## config.mk

```make
export PLATFORM = sky130hd
export DESIGN_NAME = pll_reset_seq
export DESIGN_NICKNAME = d
export VERILOG_FILES = /design/src/rtl/pll_reset_pkg.sv /design/src/rtl/sync_bit.sv /design/src/rtl/pll_reset_seq.sv
export SDC_FILE = /design/constraint.sdc
export NUM_CORES = 1
export LEC_CHECK = 0
export BUFFER_PORTS_ARGS = -buffer_cell sky130_fd_sc_hd__buf_2
export CORE_MARGIN = 5
export CORE_UTILIZATION = 45
export DETAILED_ROUTE_END_ITERATION = 8
export GPL_ROUTABILITY_DRIVEN = 0
export PLACE_DENSITY = 0.66
export SYNTH_ARGS = -nofsm -noshare
export SYNTH_HDL_FRONTEND = slang
export SYNTH_SLANG_ARGS = --single-unit
export TNS_END_PERCENT = 50
```

## constraint.sdc

```tcl
create_clock -name clk -period 2.15 [get_ports clk]
set_clock_uncertainty 0.05 [all_clocks]
set_input_delay 0.43 -clock clk [delete_from_list [all_inputs] [get_ports clk]]
set_output_delay 0.43 -clock clk [all_outputs]
set_load 0.01 [all_outputs]
```

## src/rtl/pll_reset_pkg.sv

```systemverilog
// Purpose: shared state encoding, parameter defaults and widths for the PLL reset sequencer.
// Latency: n/a (declarations only).
// Backpressure: n/a (no data path).
package pll_reset_pkg;

    typedef enum logic [1:0] {
        WAIT_LOCK = 2'd0,
        STABLE    = 2'd1,
        RELEASE   = 2'd2,
        RUN       = 2'd3
    } state_e;

    localparam int DEF_SYNC_STAGES        = 2;
    localparam int DEF_LOCK_STABLE_CYCLES = 1024;
    localparam int DEF_STAGE_GAP_CYCLES   = 16;
    localparam int DEF_NUM_STAGES         = 4;

    // Width of the saturating lock-loss counter.
    localparam int LOSS_CNT_W = 8;

    function automatic int max_int(input int a, input int b);
        return (a > b) ? a : b;
    endfunction

endpackage

```

## src/rtl/sync_bit.sv

```systemverilog
// Purpose: multi-flop synchronizer for one asynchronous level signal.
// Latency: STAGES clk edges from d_i to q_o.
// Backpressure: none; free-running, samples every cycle.
//
// Ports: clk_i (destination clock), rst_ni (async active-low clear),
//        d_i (asynchronous input), q_o (synchronized output).
module sync_bit #(
    parameter int STAGES = 2
) (
    input  logic clk_i,
    input  logic rst_ni,
    input  logic d_i,
    output logic q_o
);

    logic [STAGES-1:0] sync_q;

    always_ff @(posedge clk_i or negedge rst_ni) begin
        if (!rst_ni) begin
            sync_q <= '0;
        end else begin
            sync_q <= {sync_q[STAGES-2:0], d_i};
        end
    end

    assign q_o = sync_q[STAGES-1];

endmodule

```

## src/rtl/pll_reset_seq.sv

```systemverilog
// Purpose: qualify PLL lock, then release staged downstream resets one gap apart.
// Latency: first stage released LOCK_STABLE_CYCLES edges after locked_s is seen; abort takes one edge.
// Backpressure: none; soft_reset_req is a single-cycle pulse, lock loss aborts immediately.
//
// Ports: clk, reset_n (async active-low), locked_in (async PLL lock),
//        soft_reset_req (sync restart pulse), rst_out_n[NUM_STAGES] (bit 0 released first),
//        ready (all stages released), lock_loss_count (saturating lock-loss counter).
module pll_reset_seq
    import pll_reset_pkg::*;
#(
    parameter int SYNC_STAGES        = DEF_SYNC_STAGES,
    parameter int LOCK_STABLE_CYCLES = DEF_LOCK_STABLE_CYCLES,
    parameter int STAGE_GAP_CYCLES   = DEF_STAGE_GAP_CYCLES,
    parameter int NUM_STAGES         = DEF_NUM_STAGES
) (
    input  logic                  clk,
    input  logic                  reset_n,
    input  logic                  locked_in,
    input  logic                  soft_reset_req,
    output logic [NUM_STAGES-1:0] rst_out_n,
    output logic                  ready,
    output logic [LOSS_CNT_W-1:0] lock_loss_count
);

    // One counter serves both the lock-qualification window and the stage gaps.
    localparam int CNT_W =
        $clog2(max_int(LOCK_STABLE_CYCLES, STAGE_GAP_CYCLES * NUM_STAGES)) + 1;

    localparam logic [CNT_W-1:0] STABLE_LAST = CNT_W'(LOCK_STABLE_CYCLES - 1);
    // Counter value (after increment) at which the last stage is released.
    localparam logic [CNT_W-1:0] LAST_GAP    = CNT_W'((NUM_STAGES - 1) * STAGE_GAP_CYCLES);
    localparam logic [LOSS_CNT_W-1:0] LOSS_MAX = {LOSS_CNT_W{1'b1}};

    logic                  locked_s;
    state_e                state_q, state_d;
    logic [CNT_W-1:0]      cnt_q, cnt_d;
    logic [CNT_W-1:0]      cnt_inc;
    logic [NUM_STAGES-1:0] rst_q, rst_d;
    logic                  ready_q, ready_d;
    logic [LOSS_CNT_W-1:0] loss_q, loss_d;

    sync_bit #(
        .STAGES (SYNC_STAGES)
    ) u_lock_sync (
        .clk_i  (clk),
        .rst_ni (reset_n),
        .d_i    (locked_in),
        .q_o    (locked_s)
    );

    assign cnt_inc = cnt_q + CNT_W'(1);

    always_ff @(posedge clk or negedge reset_n) begin
        if (!reset_n) begin
            state_q <= WAIT_LOCK;
            cnt_q   <= '0;
            rst_q   <= '0;
            ready_q <= 1'b0;
            loss_q  <= '0;
        end else begin
            state_q <= state_d;
            cnt_q   <= cnt_d;
            rst_q   <= rst_d;
            ready_q <= ready_d;
            loss_q  <= loss_d;
        end
    end

    always_comb begin
        state_d = state_q;
        cnt_d   = cnt_q;
        rst_d   = rst_q;
        ready_d = ready_q;
        loss_d  = loss_q;

        case (state_q)
            WAIT_LOCK: begin
                cnt_d   = '0;
                rst_d   = '0;
                ready_d = 1'b0;
                if (locked_s) begin
                    state_d = STABLE;
                end
            end

            STABLE: begin
                if (!locked_s || soft_reset_req) begin
                    // Lock never qualified, so this is not counted as a loss.
                    state_d = WAIT_LOCK;
                    cnt_d   = '0;
                end else if (cnt_q == STABLE_LAST) begin
                    state_d  = RELEASE;
                    cnt_d    = '0;
                    rst_d[0] = 1'b1;
                end else begin
                    cnt_d = cnt_inc;
                end
            end

            RELEASE, RUN: begin
                if (!locked_s || soft_reset_req) begin
                    state_d = WAIT_LOCK;
                    cnt_d   = '0;
                    rst_d   = '0;
                    ready_d = 1'b0;
                    if (!locked_s && (loss_q != LOSS_MAX)) begin
                        loss_d = loss_q + LOSS_CNT_W'(1);
                    end
                end else if (state_q == RELEASE) begin
                    cnt_d = cnt_inc;
                    // Stage k goes high when k gaps have elapsed since stage 0.
                    for (int k = 1; k < NUM_STAGES; k++) begin
                        if (cnt_inc == CNT_W'(k * STAGE_GAP_CYCLES)) begin
                            rst_d[k] = 1'b1;
                        end
                    end
                    // A single stage has nothing left to release, so RUN follows next edge.
                    if ((NUM_STAGES == 1) || (cnt_inc == LAST_GAP)) begin
                        state_d = RUN;
                        ready_d = 1'b1;
                    end
                end
            end

            default: begin
                state_d = WAIT_LOCK;
            end
        endcase
    end

    assign rst_out_n       = rst_q;
    assign ready           = ready_q;
    assign lock_loss_count = loss_q;

endmodule

```

==> impl_results.md <==
* Top FF cell, synth: dfrtp_1
* Initial core utilization at 0.467
* Core Util, Final at 0.515
* Num CTS Buffers at 3
* WL per Instance at 14.0 µm
* DIE HEIGHT at 68.9 µm
* Final setup vio count at 0
* Max-cap violation count at 0
* Synth Area in Adders at 0.0233
* Syn-to-layout area delta at 10.3%
* Critical Path Fanout Max at 7
* Hold violation total from the final report at 0
* Post-Synth XOR/XNOR Area at 0.0666
* CTS max path bufs at 2
* DR pass1 iterations at 4
* Clock transition at path regs at ~0.16 ns
* Hold WC Path Type: in -> async
* Fin crit share at 0.932
* Synthesis Warnings at 0
* Share of layout cells above drive strength 1 at 0.266
* Post-synthesis async set-or-reset flop share at 1.00
* CTS tree: built
* DPL Wire Length at 2.28 mm
* Critical path class: reg -> reg
* Total congestion overflow at 0
* Pwr Density at 502 nW/µm²
* Mapped Cells at 151
* Met3 GRT Util at 0.0421
* F_max at 499 MHz
* Diode count at 0
* P_leak at 0.000787 µW
* Outcome: finished clean
* Core Area at 3340 µm²
* Post-CTS Setup Bufs at 0
* Avg Cell Area, Syn at 10.3 µm²
* Wirelength, routed at 3.07 mm
* Clock sinks at 27
* Slew headroom at 0.563
* Mapped Nets at approximately 160
* First-pass GRT wire length at 5.26 mm
* Largest net degree at the start of global routing at 28
* Worst setup SP type: register
* Final Critical Period at 2.00 ns
* Initial antenna violation count at 0
* Worst Max-Slew Pin Slew at roughly 0.66 ns
* RSZ-0062 raised after global routing: no
* Number of placement rows at 21
* Netlist cell types at a little over 50
* Largest family of logic cells by synthesized area: simple AND/OR/NAND/NOR gates
* #FFs+latches synth at 27
* Via count at 1,216
* Clk_lat worst skew at 0.34 ns
* Root Driver: clkbuf_4
* IR drop worst, VDD at 452 µV
* Vias in the first global route at 1,131
* Vias per cell at 5.55
* Cell Area, Synth at 1560 µm²
* Drt initial violations at 86
* Power Total at 864 µW
* Gr usage total at 0.149
* Area fraction in compound gates after synthesis at 0.185
* Die width at ~69 µm
* CP endpoint kind: register
* # H-tree levels at 1
* Setup TNS at 0 ns
* Met1 usage at 0.197
* Required time worst endpoint at around 2.4 ns
* Final hold slack at 0.00832 ns
* Met2 usage at 0.239
* CP arrival at 2.23 ns
* DR DRC count at 0
* Post-DRT Antenna Nets at 0
* Gr busiest metal: met2
* Total die area at 4740 µm²
* Post-synth EDFFs at 0
* Register area share after synthesis at 0.433
* CTS resizes at 0
* Final Net Count at 180
* Mux share of post-synthesis cell area at 0.00722
* Post-Synth Simple-Gate Area at 0.231
* Final Slew Violations at 0
* Port bufs at 16
* IO Pins at 17
* # hold bufs at CTS at 0
## worst max-delay path, cell delays in order (launching register included)
cell      delay (ns)
dfrtp_1         0.49
nand4_2         0.24
or3_4           0.45
xnor2_2         0.18
a2111o_1        0.39
o21ai_0         0.14
## worst paths after layout
| path | start | end | slack [ns] | cells after the start |
|---|---|---|---|---|
| setup / recovery | cnt_q[6]$_DFFE_PN0P_ | state_q[0]$_DFFE_PN0P_ | 0.15 | 5 |
| hold / removal | reset_n | cnt_q[6]$_DFFE_PN0P_ | 0.008 | 1 |
| setup reg to reg | cnt_q[6]$_DFFE_PN0P_ | state_q[0]$_DFFE_PN0P_ | 0.15 | 5 |
| hold reg to reg | u_lock_sync.sync_q[0]$_DFF_PN0_ | u_lock_sync.sync_q[1]$_DFF_PN0_ | 0.32 | 0 |
| max in group asynchronous | reset_n | cnt_q[3]$_DFFE_PN0P_ | 1.65 | 1 |
| min in group clk | locked_in | u_lock_sync.sync_q[0]$_DFF_PN0_ | 0.14 | 1 |
## state kept, by name, indices dropped and copies added (netlist names)
signal	cells
state_q	2
ready	1
cnt_q	11
rst_out_n	3
u_lock_sync.sync_q	2
lock_loss_count	8
## stage by stage
stage / cell area [µm²] / cells / worst slack, ns
after floorplan: 1560 / 151 / 0.0752
after global placement: 1690 / 215 / 0.219
after detailed placement: 1690 / 215 / 0.163
after CTS: 1720 / 219 / 0.151
after global routing: 1720 / 219 / 0.0145
final: 1720 / 219 / 0.145
## cell usage after synthesis (3+ instances only)
cell type,count,area [µm²]
a21oi_1,8,40.0
a31oi_1,9,56.3
and3_1,3,18.8
dfrtp_1,27,676
nand2_1,18,67.6
nand3_1,4,20.0
nand4_1,7,43.8
nor2_1,8,30.0
nor3_1,3,15.0
o21ai_0,5,25.0
o41ai_1,3,26.3
xnor2_1,8,70.1
## cell usage in the layout (no fill, tap or decap), drive strengths merged
| cell type | netlist | final |
|---|---|---|
| o41ai | 3 | 3 |
| o2111ai | 1 | 1 |
| o21ai | 6 | 6 |
| or3 | 2 | 2 |
| or2 | 1 | 1 |
| a211oi | 1 | 1 |
| nand3 | 5 | 5 |
| xnor2 | 9 | 9 |
| nand2 | 18 | 18 |
| ha | 2 | 2 |
| xor2 | 2 | 2 |
| a32o | 2 | 2 |
| and2 | 2 | 2 |
| a22o | 1 | 1 |
| nor3b | 1 | 1 |
| a21oi | 8 | 8 |
| a311oi | 1 | 1 |
| a21o | 3 | 3 |
| buf | 4 | 25 |
| a31oi | 9 | 9 |
| and2b | 3 | 3 |
| nor2 | 8 | 8 |
| a22oi | 1 | 1 |
| nor2b | 1 | 1 |
| dfrtp | 27 | 27 |
| clkbuf | 3 | 3 |
| nand4 | 8 | 8 |
| nor3 | 3 | 3 |
| and3 | 5 | 5 |
| a211o | 1 | 1 |
| maj3 | 1 | 1 |
| nor4 | 2 | 2 |
| a221oi | 1 | 1 |
| nand2b | 2 | 2 |
| inv | 2 | 3 |
| a2111o | 1 | 1 |
| mux2 | 1 | 1 |
## cells by family (layout without fill, tap and decap cells)
logic type,count (synthesis),after routing
buf+inv,9,31
mux,1,1
fa+ha+maj,3,3
xor+xnor,11,11
flops,27,27
compound gates,39,39
simple gates,61,61
## power by group
group	total, µW	internal [µW]	leakage [µW]	switching [µW]
clock network	243	76.1	0.0000183	167
logic	85.4	35.6	0.000399	49.9
registers	535	522	0.000370	12.8
## per-layer routing
metal	vias up	wire length, µm
met2	26	1360
li1	611	-
met1	577	1540
met4	0	29
met5	-	0
met3	2	140
## cell type report
class | instances | area, µm²
fillers | 313 | 1620
well taps | 46 | 57.6
repair buffers | 25 | 148
inverters | 2 | 7.51
clock buffers | 3 | 22.5
clock inverters | 1 | 8.76
multi-input cells | 115 | 800
flip-flops and latches | 27 | 676
No activity file was read; power rests on OpenSTA's default activity.
